<file path="config.mk">
export PLATFORM = sky130hd
export DESIGN_NAME = intr_ctrl
export DESIGN_NICKNAME = d
export VERILOG_FILES = /design/src/rtl/intr_ctrl.sv
export SDC_FILE = /design/constraint.sdc
export NUM_CORES = 1
export LEC_CHECK = 0
export ABC_AREA = 1
export BUFFER_PORTS_ARGS = -buffer_cell sky130_fd_sc_hd__buf_2
export CAP_MARGIN = 20
export CORE_MARGIN = 5
export CORE_UTILIZATION = 37
export DETAILED_ROUTE_END_ITERATION = 8
export PLACE_DENSITY = 0.68
export SETUP_SLACK_MARGIN = 0.1
export SYNTH_ARGS = -nofsm -noshare
export SYNTH_HDL_FRONTEND = slang
export SYNTH_SLANG_ARGS = --single-unit
</file>
<file path="constraint.sdc">
create_clock -name clk -period 2.3 [get_ports clk]
set_input_delay 0 -clock clk [delete_from_list [all_inputs] [get_ports clk]]
set_output_delay 0 -clock clk [all_outputs]
set_load 0.02 [all_outputs]
</file>
<file path="src/rtl/intr_ctrl.sv">
// Prioritized interrupt controller: edge-latched pending, mask, irq/iack/EOI.
// Optional rotating priority when INTR_ROTATE_PRIO_EN is defined.
module intr_ctrl #(
  parameter int NSRC    = 4,
  parameter int datawid = 16,
  parameter int vecwid  = 4
) (
  input  logic               clk,
  input  logic               rst,
  input  logic               cs,
  input  logic               wr,
  input  logic               rd,
  input  logic [1:0]         addr,
  input  logic [datawid-1:0] datain,
  output logic [datawid-1:0] dataout,
  input  logic [NSRC-1:0]    src,
  output logic               irq,
  output logic [vecwid-1:0]  vector,
  input  logic               iack
);

  typedef enum logic [1:0] {IDLE, REQ, SERV} state_t;

  state_t              state, state_n;
  logic [NSRC-1:0]     mask, pending, src_d;
  logic [NSRC-1:0]     rise, clr, pend_n, elig;
  logic                insvc, insvc_n, irq_n;
  logic [vecwid-1:0]   vec_n, pick;
  logic                found;
  logic                wr_en, rd_en, iack_ok, eoi_ok;
  logic [datawid-1:0]  rdata;

  assign wr_en   = cs & wr;
  assign rd_en   = cs & rd;
  assign iack_ok = iack && (state == REQ);
  assign eoi_ok  = wr_en && (addr == 2'd3) && (state == SERV);

  assign rise = src & ~src_d;
  assign clr  = ((wr_en && addr == 2'd1) ? datain[NSRC-1:0] : '0)
              | (iack_ok ? (NSRC'(1) << vector) : '0);
  // a fresh edge beats any clear of the same bit
  assign pend_n = (pending & ~clr) | rise;
  assign elig   = pending & mask;

  if (datawid > NSRC) begin : g_hi
    logic unused_hi;
    assign unused_hi = ^datain[datawid-1:NSRC];
  end

`ifdef INTR_ROTATE_PRIO_EN
  logic [vecwid-1:0] ptr;
  logic [vecwid-1:0] pick_lo, pick_hi;
  logic              found_hi;

  // lowest eligible at/above ptr, else wrap to lowest eligible overall
  always_comb begin
    pick_lo  = '0;
    pick_hi  = '0;
    found_hi = 1'b0;
    for (int i = NSRC - 1; i >= 0; i--) begin
      if (elig[i]) begin
        pick_lo = vecwid'(i);
        if (i >= int'(ptr)) begin
          pick_hi  = vecwid'(i);
          found_hi = 1'b1;
        end
      end
    end
    pick  = found_hi ? pick_hi : pick_lo;
    found = |elig;
  end

  always_ff @(posedge clk or posedge rst) begin
    if (rst)
      ptr <= '0;
    else if (iack_ok)
      ptr <= (vector == vecwid'(NSRC - 1)) ? '0 : vector + 1'b1;
  end
`else
  always_comb begin
    pick = '0;
    for (int i = NSRC - 1; i >= 0; i--)
      if (elig[i]) pick = vecwid'(i);
    found = |elig;
  end
`endif

  always_comb begin
    state_n = state;
    irq_n   = irq;
    vec_n   = vector;
    insvc_n = insvc;
    unique case (state)
      IDLE: if (found) begin
        vec_n   = pick;
        irq_n   = 1'b1;
        state_n = REQ;
      end
      REQ: if (iack_ok) begin
        irq_n   = 1'b0;
        insvc_n = 1'b1;
        state_n = SERV;
      end
      SERV: if (eoi_ok) begin
        insvc_n = 1'b0;
        state_n = IDLE;
      end
      default: state_n = IDLE;
    endcase
  end

  always_comb begin
    rdata = '0;
    unique case (addr)
      2'd0: rdata[NSRC-1:0] = mask;
      2'd1: rdata[NSRC-1:0] = pending;
      2'd2: begin
        rdata[vecwid-1:0]  = vector;
        rdata[datawid-1]   = insvc;
      end
      default: rdata = '0;
    endcase
  end

  always_ff @(posedge clk or posedge rst) begin
    if (rst) begin
      state   <= IDLE;
      irq     <= 1'b0;
      vector  <= '0;
      insvc   <= 1'b0;
      mask    <= '0;
      pending <= '0;
      src_d   <= '0;
      dataout <= '0;
    end else begin
      state   <= state_n;
      irq     <= irq_n;
      vector  <= vec_n;
      insvc   <= insvc_n;
      pending <= pend_n;
      src_d   <= src;
      if (wr_en && addr == 2'd0)
        mask <= datain[NSRC-1:0];
      if (rd_en)
        dataout <= rdata;
    end
  end

endmodule

</file>
==> metrics.txt <==
TritonCTS clock tree done; MaxCap Viol Count 0; Rel. slew slack 0.431; DR vias 983; M3 GR Usage 0.0325; Worst Setup End Kind flip-flop; Lkg Pwr 0.791 nW; Worst-path clk slew 0.12 ns; Vias/cell 4.41; hpwl dp between 1500 and 2000 um; worst slew pin tran ~0.85 ns; # Post-CTS Setup Buffers 0; share of cells above drive strength 1 0.142; GR Util met2 0.198; Core Util, Final 0.459; area of the core about 3000 um^2; nets about 220; CTS root buffer clkbuf_4; CTS buffer count 3; global-route wire length before repair around 4000 um; Slew Viols, Final 0; Seq/Total Area, Yosys 0.502; Placer Congestion approximately 0.83; M1 GR Usage 0.153; setup TNS 0 ns; Synth cell types 13; ANT nets after route 0; initial core utilization 0.382; area leader, netlist dfrtp_1; H-tree levels 1; Hold Path Class primary input to flip-flop; final setup fails 0; RSZ-0062 raised after global routing no; total die area approximately 4300 um^2; routed len/inst ~10 um; Clock Sinks 23; critical path required time 2.51 ns; row count 20; status finished, final reports clean; Total Wirelength around 2300 um; clk_skew 0.00644 ns; worst setup path category flip-flop to flip-flop; DIE WIDTH about 66 um; Post-Syn Instances approximately 150; area delta synth->final 20.1%; vias in the first global route between 900 and 1000; Clock Latency Late Sink 0.31 ns; Tcrit/Tclk final 0.497; Peak Freq a little under 900 MHz; mean post-synth cell area around 7.5 um^2; cts hold-fix bufs 10; # port buffers 23; num ports approximately 50; final hold vios 0; crit path launch type flip-flop; FF+latch count, synth 23; mapped cell area between 1000 and 1500 um^2; global routing's busiest layer met2; GRT overflow 0; count of cells resized by post-cts repair 0; clock tree buffer depth 2; yosys warns 0; largest net degree at the start of global routing 24; crit path time final 1.14 ns; Pre-antenna DRT Iters 4; DR iter-0 viols 17; # DRC 0; CP arrival 1.35 ns; crit path max fanout 5; pwr dens 863 nW/um^2; top cells by area, synth dfrtp_1 50%, nand2_1 21%, buf_4 8.5%; vertical die dimension approximately 66 um; Peak VDD IR approximately 340 uV; initial antenna violation count 0; final antenna diode count 0; Overall Global Routing Usage 0.120; Yosys top cell area share 0.502
==> registers in the layout, summed over array words and instances, names as in the netlist <==
| signal | cells |
|---|---|
| dataout | 5 |
| insvc | 1 |
| irq | 1 |
| mask | 4 |
| pending | 4 |
| src_d | 4 |
| state | 2 |
| vector | 2 |
==> logic make-up (layout without fill, tap and decap cells) <==
family | after synthesis | count (layout) | synth area share
compound gates | 7 | 7 | 0.0316
buf+inv | 32 | 56 | 0.147
other cells | 1 | 13 | 0.00327
flops | 23 | 23 | 0.502
simple gates | 91 | 91 | 0.316
==> path summary, 6_finish.rpt <==
check                      slack, ns  cells after the start     start           to
max                             1.16                      6  state[1]          irq
min                             0.02                      4   addr[0]  dataout[15]
max reg2reg                     1.16                      6  state[1]          irq
min reg2reg                     0.48                      3  src_d[1]   pending[1]
max in group asynchronous       1.38                      3       rst    vector[1]
min in group asynchronous       0.39                      3       rst      mask[3]
==> worst max-delay path, cell delays in order, from the launching register on <==
cell and delay [ns]:
dfrtp_1 0.44, inv_1 0.07, nand2_1 0.06, nor2_1 0.22, inv_1 0.12, nand2_1 0.08, nand2_1 0.05
==> placed cells by master, fill, tap and decap left out, drive strengths merged <==
cell type    instances
nand4                1
dfrtp               23
nor2                12
inv                 19
a31oi                1
buf                 23
o21ai                3
nand2               65
dlygate4sd3         10
nand3               13
a21oi                3
conb                13
clkbuf               4
==> synth_stat cells <==
master,count
nand2_1,65
dfrtp_1,23
inv_1,19
buf_4,13
nand3_1,13
nor2_1,11
a21oi_1,3
o21ai_0,2
a31oi_1,1
conb_1,1
nand4_1,1
nor2_2,1
o21ai_1,1
==> area by class of cell <==
cell class | count | area (um^2)
Multi-Input combinational cell | 111 | 448
Sequential cell | 23 | 576
Fill cell | 316 | 1630
Timing Repair Buffer | 33 | 215
Clock buffer | 4 | 26.3
Inverter | 19 | 71.3
Tap cell | 33 | 41.3
==> per-layer routing <==
layer	vias up	wire (um)
met5	-	0
met4	0	19
met3	2	184
met2	28	1030
met1	439	1070
li1	514	-
==> metrics by stage <==
stage / total power, mW / instances / hold WS [ns] / setup WS [ns] / instance area (um^2)
2_1_floorplan: 0.898 / 166 / 0.00192 / 1.33 / 1190
4_1_cts: 1.20 / 223 / 0.00873 / 1.17 / 1380
6_report: 1.19 / 223 / 0.0245 / 1.16 / 1380
5_1_grt: 1.29 / 223 / 0.0517 / 1.02 / 1380
3_5_place_dp: 1.00 / 209 / 0.124 / 1.18 / 1250
3_3_place_gp: 0.997 / 209 / 0.123 / 1.19 / 1250
==> power breakdown <==
part | switching [mW] | internal (mW) | total [mW]
Clock | 0.119 | 0.0677 | 0.186
Combinational | 0.267 | 0.147 | 0.414
Sequential | 0.0821 | 0.507 | 0.589
Total | 0.468 | 0.721 | 1.19
Power figures use the tool's default switching activity.
